## src/rtl/apb_master.sv

```systemverilog
// APB requester: turns a valid/ready command into one SETUP/ACCESS transfer and a response pulse.
// Optional ACCESS-phase timeout abort is built when APB_MASTER_TIMEOUT_EN is defined.
module apb_master #(
  parameter int unsigned WIDTH          = 32,
  parameter int unsigned ADDR_WIDTH     = 8,
  parameter int unsigned TIMEOUT_CYCLES = 16
) (
  input  logic                  pclk,
  input  logic                  preset,
  input  logic                  cmd_valid,
  output logic                  cmd_ready,
  input  logic                  cmd_write,
  input  logic [ADDR_WIDTH-1:0] cmd_addr,
  input  logic [WIDTH-1:0]      cmd_wdata,
  output logic                  rsp_valid,
  output logic [WIDTH-1:0]      rsp_rdata,
  output logic                  rsp_slverr,
  output logic                  rsp_timeout,
  output logic                  psel,
  output logic                  penable,
  output logic                  pwrite,
  output logic [ADDR_WIDTH-1:0] paddr,
  output logic [WIDTH-1:0]      pwdata,
  input  logic [WIDTH-1:0]      prdata,
  input  logic                  pready,
  input  logic                  pslverr
);

  localparam logic [1:0] ST_IDLE   = 2'd0;
  localparam logic [1:0] ST_SETUP  = 2'd1;
  localparam logic [1:0] ST_ACCESS = 2'd2;

  logic [1:0]            state_q, state_d;
  logic                  psel_d, penable_d, pwrite_d;
  logic [ADDR_WIDTH-1:0] paddr_d;
  logic [WIDTH-1:0]      pwdata_d;
  logic                  rsp_valid_d, rsp_slverr_d;
  logic [WIDTH-1:0]      rsp_rdata_d;

`ifdef APB_MASTER_TIMEOUT_EN
  localparam int unsigned CNT_W = $clog2(TIMEOUT_CYCLES + 1);
  logic [CNT_W-1:0] cnt_q, cnt_d;
  logic             rsp_timeout_d;
`else
  assign rsp_timeout = 1'b0;
`endif

  // Ready only in IDLE and never while reset is asserted.
  assign cmd_ready = (state_q == ST_IDLE) && !preset;

  // Next-state and next-output logic.
  always_comb begin
    state_d       = state_q;
    psel_d        = psel;
    penable_d     = penable;
    pwrite_d      = pwrite;
    paddr_d       = paddr;
    pwdata_d      = pwdata;
    rsp_valid_d   = 1'b0;
    rsp_rdata_d   = rsp_rdata;
    rsp_slverr_d  = rsp_slverr;
`ifdef APB_MASTER_TIMEOUT_EN
    cnt_d         = cnt_q;
    rsp_timeout_d = rsp_timeout;
`endif
    case (state_q)
      ST_IDLE: begin
        if (cmd_valid) begin
          state_d   = ST_SETUP;
          psel_d    = 1'b1;
          penable_d = 1'b0;
          pwrite_d  = cmd_write;
          paddr_d   = cmd_addr;
          pwdata_d  = cmd_wdata;
`ifdef APB_MASTER_TIMEOUT_EN
          cnt_d     = '0;
`endif
        end
      end
      ST_SETUP: begin
        state_d   = ST_ACCESS;
        penable_d = 1'b1;
      end
      ST_ACCESS: begin
        if (pready) begin
          state_d       = ST_IDLE;
          psel_d        = 1'b0;
          penable_d     = 1'b0;
          rsp_valid_d   = 1'b1;
          rsp_slverr_d  = pslverr;
          rsp_rdata_d   = pwrite ? '0 : prdata;
`ifdef APB_MASTER_TIMEOUT_EN
          rsp_timeout_d = 1'b0;
`endif
        end else begin
`ifdef APB_MASTER_TIMEOUT_EN
          // This edge is the TIMEOUT_CYCLES-th stalled ACCESS edge: abort.
          if (cnt_q == CNT_W'(TIMEOUT_CYCLES - 1)) begin
            state_d       = ST_IDLE;
            psel_d        = 1'b0;
            penable_d     = 1'b0;
            rsp_valid_d   = 1'b1;
            rsp_slverr_d  = 1'b1;
            rsp_rdata_d   = '0;
            rsp_timeout_d = 1'b1;
          end else if (cnt_q != CNT_W'(TIMEOUT_CYCLES)) begin
            cnt_d = cnt_q + CNT_W'(1);
          end
`endif
        end
      end
      default: begin
        state_d   = ST_IDLE;
        psel_d    = 1'b0;
        penable_d = 1'b0;
      end
    endcase
  end

  // State and output registers.
  always_ff @(posedge pclk) begin
    if (preset) begin
      state_q     <= ST_IDLE;
      psel        <= 1'b0;
      penable     <= 1'b0;
      pwrite      <= 1'b0;
      paddr       <= '0;
      pwdata      <= '0;
      rsp_valid   <= 1'b0;
      rsp_rdata   <= '0;
      rsp_slverr  <= 1'b0;
`ifdef APB_MASTER_TIMEOUT_EN
      cnt_q       <= '0;
      rsp_timeout <= 1'b0;
`endif
    end else begin
      state_q     <= state_d;
      psel        <= psel_d;
      penable     <= penable_d;
      pwrite      <= pwrite_d;
      paddr       <= paddr_d;
      pwdata      <= pwdata_d;
      rsp_valid   <= rsp_valid_d;
      rsp_rdata   <= rsp_rdata_d;
      rsp_slverr  <= rsp_slverr_d;
`ifdef APB_MASTER_TIMEOUT_EN
      cnt_q       <= cnt_d;
      rsp_timeout <= rsp_timeout_d;
`endif
    end
  end

endmodule
```

## config.mk

```make
export PLATFORM = sky130hd
export DESIGN_NAME = apb_master
export DESIGN_NICKNAME = d
export VERILOG_FILES = /design/src/rtl/apb_master.sv
export SDC_FILE = /design/constraint.sdc
export NUM_CORES = 1
export LEC_CHECK = 0
export ABC_AREA = 0
export CORE_MARGIN = 2
export CORE_UTILIZATION = 35
export CTS_CLUSTER_DIAMETER = 150
export DETAILED_ROUTE_END_ITERATION = 12
export PLACE_DENSITY = 0.71
export SLEW_MARGIN = 20
export SYNTH_ARGS = -nofsm -noshare
export SYNTH_HDL_FRONTEND = slang
export SYNTH_SLANG_ARGS = --single-unit
```

## constraint.sdc

```tcl
create_clock -name pclk -period 2.37 [get_ports pclk]
set_input_delay 0.474 -clock pclk [delete_from_list [all_inputs] [get_ports pclk]]
set_output_delay 0.474 -clock pclk [all_outputs]
set_load 0.1 [all_outputs]
```

* Word level (Yosys, flattened, before mapping)
Cells that the tools add are included.
** Word-level totals
- Register bits :: 79
- Bits of input ports :: 78
- Output and inout bits :: 79
- Word-level logic and storage cells :: 33
** Cells by class
- Equal/unequal tests :: 4
- Mux-type cells :: 10
- Bitwise gates (word level) :: 2
- Reduce and logical (&&, ||, !) cells :: 8
** Operator list (count)
- $mux 32 :: 1
- $pmux 1 s3 :: 2
- $pmux 2 s3 :: 1
- $reduce_and 2->1 :: 3
- $mux 1 :: 4
- $mux 2 :: 2
- $ne 2x2->1 const B :: 2
- $reduce_and 3->1 :: 1
- $eq 2x1->1 const B :: 1
- $eq 2x2->1 const B :: 1
- $logic_not 2->1 :: 1
- $not 1->1 :: 2
- $reduce_or 2->1 :: 1
- $logic_and 1x1->1 :: 1
- $logic_not 1->1 :: 1

* Longest topological paths before layout
Gate-level depths: netlist of run 1.
- Depth in word-level cells :: 3
- Gate-level depth with buffers :: 4
- Depth with buffers taken out :: 2

* Worst setup path after synthesis of run 1
OpenSTA, ideal clock, no wires.
- Path kind :: flip-flop to output port
- From :: register state_q[1]
- To :: output cmd_ready
- Data arrival time :: 2887 ps
- Required time :: 1896 ps
- Slack :: -991 ps
- Cell stages (with the launch flop) :: 2
- Buffers on the path :: 0
- Path through :: dfxtp_1 -> nor3_1
** Between the ends
- Word-level cells in the longest chain between the ends :: 2
** Ends and longest elaborated chain
- from (decl) :: RTL line 33 : logic [1:0] state_q, state_d;
- from (signal assigned) :: RTL line 137 : state_q <= state_d;
- $logic_not 2->1 :: RTL line 49 : assign cmd_ready = (state_q == ST_IDLE) && !preset;
- $logic_and 1x1->1 :: RTL line 49
- to (decl) :: RTL line 11 : output logic cmd_ready,
No other way between the ends.

* Worst setup path in the final report of run 1
Same ends and word-level chain as after synthesis.

==> results.py, run 1 <==
metrics = {
    "run_status": {
        "outcome": "finished, final reports clean",
    },
    "timing": {
        "setup_viol": 0,
        "fin_ws_ns": 0.719,
        "finClkSkew_ns": 0.00833,
        "period_share_pct": 69.7,
        "period_needed_ns": 1.65,
        "report.final.hold_viol_count": 0,
        "fin_setup_tns_ns": 0,
        "finalMaxSlewViolations": 0,
        "max_freq_ghz": 0.606,
        "rsz0062_at_grt": "no",
    },
    "setup_path": {
        "startpoint_type": "flop",
        "crit_cells": 2,
        "cp_slowest_cell": "dfxtp_1",
        "worstPathRequired_ns": 1.90,
        "timing.rr.end": "rsp_rdata[16]",
        "cp_top_family": "flip-flops",
        "cp_max_fo": 7,
        "crit_arrival_ns": 1.18,
        "cp-startpoint": "state_q[1]",
        "r2r_slack_ns": 0.96,
        "path_buf_inv": 1,
        "endpoint_kind": "primary output",
        "r2r_cells": 3,
        "cp-endpoint": "cmd_ready",
        "crit_type": "reg -> out",
        "worst_r2r_startpoint": "state_q[1]",
        "cpPeakStageDelay_ns": 0.39,
        "path_cells": "nor3_4, buf_12",
    },
    "synthesis": {
        "synth.top_cell.area_share_pct": 43.7,
        "postSynthCellCount": 342,
        "synth-compound-area-share_pct": 0.525,
        "synth_top_family_by_area": "simple AND/OR/NAND/NOR gates",
        "synth_area_leaders": "dfxtp_1 (44%), mux2i_1 (21%), nand2b_1 (20%)",
        "synthMuxAreaShare_pct": 20.7,
        "synthDistinctLibCells": 21,
        "synth_area_um2": 3570,
        "syn-num-nets": 420,
        "synthXorXnorAreaFrac_pct": 0,
        "synth-simple-area-share_pct": 29.7,
        "synth-adder-area-share_pct": 0,
        "yosys.area.top_type": "dfxtp_1",
        "ys_seq_area_share_pct": 43.7,
        "syn_avg_cell_area_um2": 10.5,
        "yosys_warnings": 0,
        "yosys_register_bits": 78,
    },
    "power": {
        "swShare_pct": 34.2,
        "p_int_mw": 2.20,
        "combinationalPowerShare_pct": 29.3,
        "power_frac_clock_pct": 28.4,
        "power_switching_mw": 1.15,
        "ir_drop_uv": 280,
        "seqPwrFrac_pct": 42.3,
        "leakage_nw": 2.11,
        "power_density_nw_per_um2": 644,
        "finalPower_mw": 3.35,
    },
    "floorplan": {
        "core_um2": 9860,
        "chipWidth_um": 105,
        "rows": 36,
        "die_h_um": 105,
        "num_io_pins": 157,
        "initial_core_util_pct": 36.2,
        "die_area_um2": 11000,
    },
    "finish": {
        "final_common_cell": "nand2b_1",
        "nets": 562,
        "drive_gt1_share_pct": 20.6,
        "syn_to_final_growth_pct": 45.6,
        "mostFrequentLayoutCells": "nand2b_1 (116), buf_4 (79), dfxtp_1 (78), clkdlybuf4s50_1 (76), mux2i_1 (74)",
        "final_cell_area_um2": 5200,
        "n_antenna_cell": 0,
        "final_core_util_pct": 52.8,
    },
    "cts": {
        "cts-hold-fix-buffers": 0,
        "post_cts_resized": 0,
        "clockBufferDepth": 2,
        "clockRootBuffer": "clkbuf_8",
        "cts_setup_buffers": 0,
        "cts.sinks": 78,
        "clock_latency_ns": 0.35,
        "cts_tree": "done",
        "path_clk_slew_ns": 0.07,
        "cts_buffers": 9,
        "cts-htree-levels": 3,
    },
    "routing": {
        "ant_nets": 0,
        "via_per_inst": 4.51,
        "routedWlPerCell_um": 13.2,
        "vias": 2789,
        "wirelength_um": 8180,
        "remaining_drc_errors": 0,
        "dr.pass1.iters": 4,
        "first_iter_violations": 101,
    },
    "global_routing": {
        "grt.overflow.total": 0,
        "antenna_found_initial": 0,
        "grt_pass1_wl_um": 13100,
        "first_global_vias": 2665,
        "grt.total_usage_pct": 14.8,
        "grt_max_degree": 87,
    },
    "min_path": {
        "min_path_type": "reg -> reg",
    },
    "placement": {
        "place.gp.congestion": 0.703,
        "dp_slack_ns": 0.503,
        "hpwl_um": 5660,
        "port_buffers": 155,
        "dpl_cell_area_um2": 5030,
    },
    "flow_run": {
        "maxCapViolCount": 0,
    },
}
-- Yosys cell counts (all sizes together) --
cell type / n
nand2b: 116
dfxtp: 78
mux2i: 74
or3b: 33
clkbuf: 16
buf: 13
and2: 2
a21oi: 1
a22o: 1
and3b: 1
conb: 1
inv: 1
nor2b: 1
nor3: 1
nor3b: 1
o21ai: 1
or2b: 1
-- cell type report --
class | count | area [um2]
fillers | 881 | 4660
well taps | 133 | 166
clock buffers | 11 | 141
inverters | 1 | 3.75
flip-flops and latches | 78 | 1560
clock inverters | 2 | 35.0
multi-input cells | 234 | 1840
repair buffers | 160 | 1450
-- registers in the layout, summed over array words and instances (netlist names) --
name and flops:
state_q 2, rsp_rdata 32, rsp_valid 1, psel 1, pwdata 32, pwrite 1
paddr 8, rsp_slverr 1
-- through the flow --
step | hold slack, ns | cells
2_1_floorplan | 0.593 | 342
3_3_place_gp | 0.458 | 606
3_5_place_dp | 0.464 | 606
4_1_cts | 0.477 | 619
5_1_grt | 0.491 | 619
6_report | 0.472 | 619
-- metal layers --
| layer | global-route usage, % | vias up | wire (um) |
|---|---|---|---|
| li1 | - | 1410 | - |
| met1 | 18.8 | 1278 | 3750 |
| met2 | 23.5 | 91 | 3820 |
| met3 | 3.43 | 10 | 460 |
| met4 | 7.14 | 0 | 143 |
| met5 | 0 | - | 0 |
-- kinds of logic after synthesis --
group                  count (synthesis)
muxes                                 74
other                                  1
DFF                                   78
and+or+nand+nor                      156
buffers and inverters                 30
AOI/OAI and AO/OA                      3
-- worst register-to-register path: cells and delay by family (launching register included) --
family	cells	cell delay, ns
buffers and inverters	1	0.26
DFF	1	0.48
muxes	1	0.23
and+or+nand+nor	1	0.37
-- how the worst min path moves through the flow --
| stage | startpoint | to | slack, ns | depth (start not counted) |
|---|---|---|---|---|
| finish | rsp_rdata[8] | rsp_rdata[8] | 0.47 | 2 |
| global placement | pwdata[28] | pwdata[28] | 0.46 | 2 |
| global route | rsp_rdata[23] | rsp_rdata[23] | 0.49 | 2 |
| CTS | pwdata[21] | pwdata[21] | 0.48 | 2 |
| floorplan | state_q[0] | state_q[1] | 0.59 | 2 |
| detailed placement | pwdata[14] | pwdata[14] | 0.46 | 2 |
-- power groups by stage --
stage | Sequential [mW] | Clock, mW | Combinational, mW
floorplan | 1.91 | 0 | 0.249
global placement | 1.45 | 0 | 0.980
detailed placement | 1.45 | 0 | 0.989
CTS | 1.42 | 0.995 | 0.991
global route | 1.43 | 1.05 | 1.02
finish | 1.42 | 0.952 | 0.981
No activity file was read; power rests on OpenSTA's default activity.
==> inputs of run 2 (changes only) <==
--- a/config.mk
+++ b/config.mk
@@ -10,7 +10,7 @@
 export CORE_UTILIZATION = 35
 export CTS_CLUSTER_DIAMETER = 150
 export DETAILED_ROUTE_END_ITERATION = 12
-export PLACE_DENSITY = 0.71
+export PLACE_DENSITY = 0.73
 export SLEW_MARGIN = 20
 export SYNTH_ARGS = -nofsm -noshare
 export SYNTH_HDL_FRONTEND = slang
==> constraint.sdc (replaced) <==
create_clock -name pclk -period 1.5 [get_ports pclk]
set_input_delay 0.3 -clock pclk [delete_from_list [all_inputs] [get_ports pclk]]
set_output_delay 0.3 -clock pclk [all_outputs]
set_load 0.1 [all_outputs]
==> run 2 against run 1 <==
  * Register-to-register slack worse by 0.74 ns
  * Worst hold slack better by 0.035 ns
  * Clock skew is 0.0019 ns higher
  * Clock power is 68% higher
  * Total power is 70% higher
  * Cell area is 20% higher
  * Worst setup slack worse by 0.64 ns
  * First-iteration DRC count is 51% lower
  * Via count is 1.2% higher
  * Critical path depth stayed put
  * Global-route usage is 0.56 points higher
  * Die area stayed put
  * Critical endpoint unchanged
==> results.py, run 2 (same netlist as run 1, synthesis figures left out) <==
metrics = {
    "global_routing": {
        "grt.overflow.total": 0,
        "antenna_found_initial": 0,
        "grt_pass1_wl_um": 13800,
        "first_global_vias": 2855,
        "grt.total_usage_pct": 15.3,
        "grt_max_degree": 44,
    },
    "timing": {
        "setup_viol": 0,
        "finalMaxSlewViolations": 0,
        "fin_setup_tns_ns": 0,
        "report.final.hold_viol_count": 0,
        "max_freq_ghz": 0.705,
        "period_share_pct": 94.5,
        "finClkSkew_ns": 0.0102,
        "period_needed_ns": 1.42,
        "rsz0062_at_grt": "no",
    },
    "floorplan": {
        "chipWidth_um": 105,
        "num_io_pins": 157,
        "rows": 36,
        "core_um2": 9860,
        "initial_core_util_pct": 36.2,
        "die_area_um2": 11000,
        "die_h_um": 105,
    },
    "routing": {
        "routedWlPerCell_um": 13.7,
        "remaining_drc_errors": 0,
        "dr.pass1.iters": 4,
        "vias": 2823,
        "via_per_inst": 4.52,
        "wirelength_um": 8570,
        "first_iter_violations": 49,
        "ant_nets": 0,
    },
    "finish": {
        "drive_gt1_share_pct": 22.0,
        "largestRegisters": "pwdata (32), rsp_rdata (32), paddr (8)",
        "final_cell_area_um2": 6240,
        "final_common_cell": "nand2b_1",
        "final_core_util_pct": 63.2,
        "n_antenna_cell": 0,
        "syn_to_final_growth_pct": 74.5,
        "mostFrequentLayoutCells": "nand2b_1 (116), buf_12 (83), clkdlybuf4s50_1 (76), dfxtp_1 (75), mux2i_1 (74)",
        "fill_cells": 787,
        "nets": 565,
    },
    "setup_path": {
        "r2r_cells": 3,
        "cp-startpoint": "state_q[1]",
        "r2r_slack_ns": 0.22,
        "crit_arrival_ns": 1.12,
        "worst_r2r_startpoint": "state_q[1]",
        "cp_max_fo": 7,
        "timing.rr.end": "pwdata[18]",
        "worstPathRequired_ns": 1.20,
        "crit_type": "reg -> out",
        "endpoint_kind": "primary output",
        "cp-endpoint": "cmd_ready",
        "startpoint_type": "flop",
    },
    "placement": {
        "hpwl_um": 6370,
        "place.gp.congestion": 0.754,
        "dpl_cell_area_um2": 6030,
        "port_buffers": 155,
    },
    "cts": {
        "cts_buffers": 9,
        "cts.sinks": 78,
        "clock_latency_ns": 0.34,
        "cts_tree": "done",
        "clockRootBuffer": "clkbuf_8",
        "cts-hold-fix-buffers": 0,
        "clockBufferDepth": 2,
        "path_clk_slew_ns": 0.09,
        "cts-htree-levels": 3,
    },
    "min_path": {
        "min_path_type": "in -> reg",
    },
    "power": {
        "leakage_nw": 2.37,
        "power_density_nw_per_um2": 915,
        "ir_drop_uv": 583,
    },
    "run_status": {
        "outcome": "finished, final reports clean",
    },
    "flow_run": {
        "maxCapViolCount": 0,
    },
}
[run 2: power breakdown]
group	internal [mW]	switching (mW)	leakage (nW)
combinational	0.777	1.02	1.64
sequential	2.18	0.134	0.638
clock	0.860	0.740	0.0996
total	3.81	1.90	2.37
[run 2: worst max-delay path: stages (launching register included)]
cell and delay [ns]:
dfxtp_4 0.38, nor3_4 0.20, buf_12 0.20
[run 2: through the flow]
step	setup slack [ns]	hold WS (ns)	total power [mW]	instances
6_report	0.0825	0.507	5.71	625
3_3_place_gp	-0.0825	0.494	4.15	609
4_1_cts	0.0158	0.491	5.79	625
5_1_grt	0.00656	0.510	5.94	625
2_1_floorplan	-0.0677	0.448	3.41	342
3_5_place_dp	-0.161	0.498	4.17	609
[run 2: worst min path at each step]
stage	startpoint	to	cells past startpoint
floorplan	cmd_write	pwrite	2
global placement	pwdata[17]	pwdata[17]	2
detailed placement	rsp_rdata[19]	rsp_rdata[19]	2
CTS	preset	rsp_rdata[25]	3
global route	preset	rsp_rdata[25]	3
finish	preset	rsp_rdata[25]	3
[run 2: metal layers]
metal  GRT usage, %  part of all wire, %  vias to the layer above
li1               -                    -                     1417
met1           17.5                   42                     1307
met2           27.1                   50                       88
met3           5.12                  7.1                       11
met4           4.29                 0.97                        0
met5              0                    0                        -
[run 2: timing repair]
item	4_1_cts	5_1_grt
pin swaps	0	0
buffers inserted	0	0
setup endpoints to repair	1	1
gates resized for setup	1	1
[run 2: cell type report]
type | instances | area [um2] | area share [%]
Clock buffer | 13 | 159 | 2.55
Inverter | 1 | 3.75 | 0.0602
Clock inverter | 3 | 42.5 | 0.682
Multi-Input combinational cell | 234 | 1840 | 29.5
Timing Repair Buffer | 163 | 2450 | 39.3
Sequential cell | 78 | 1570 | 25.2
Tap cell | 133 | 166 | 2.67
==> inputs of run 3 (changes only) <==
--- a/config.mk
+++ b/config.mk
@@ -10,6 +10,7 @@
 export CORE_UTILIZATION = 35
 export CTS_CLUSTER_DIAMETER = 150
 export DETAILED_ROUTE_END_ITERATION = 12
+export GPL_ROUTABILITY_DRIVEN = 1
 export PLACE_DENSITY = 0.73
 export SLEW_MARGIN = 20
 export SYNTH_ARGS = -nofsm -noshare
==> results of run 3 <==
Final layout, timing and power as in run 2 (identical DEF).
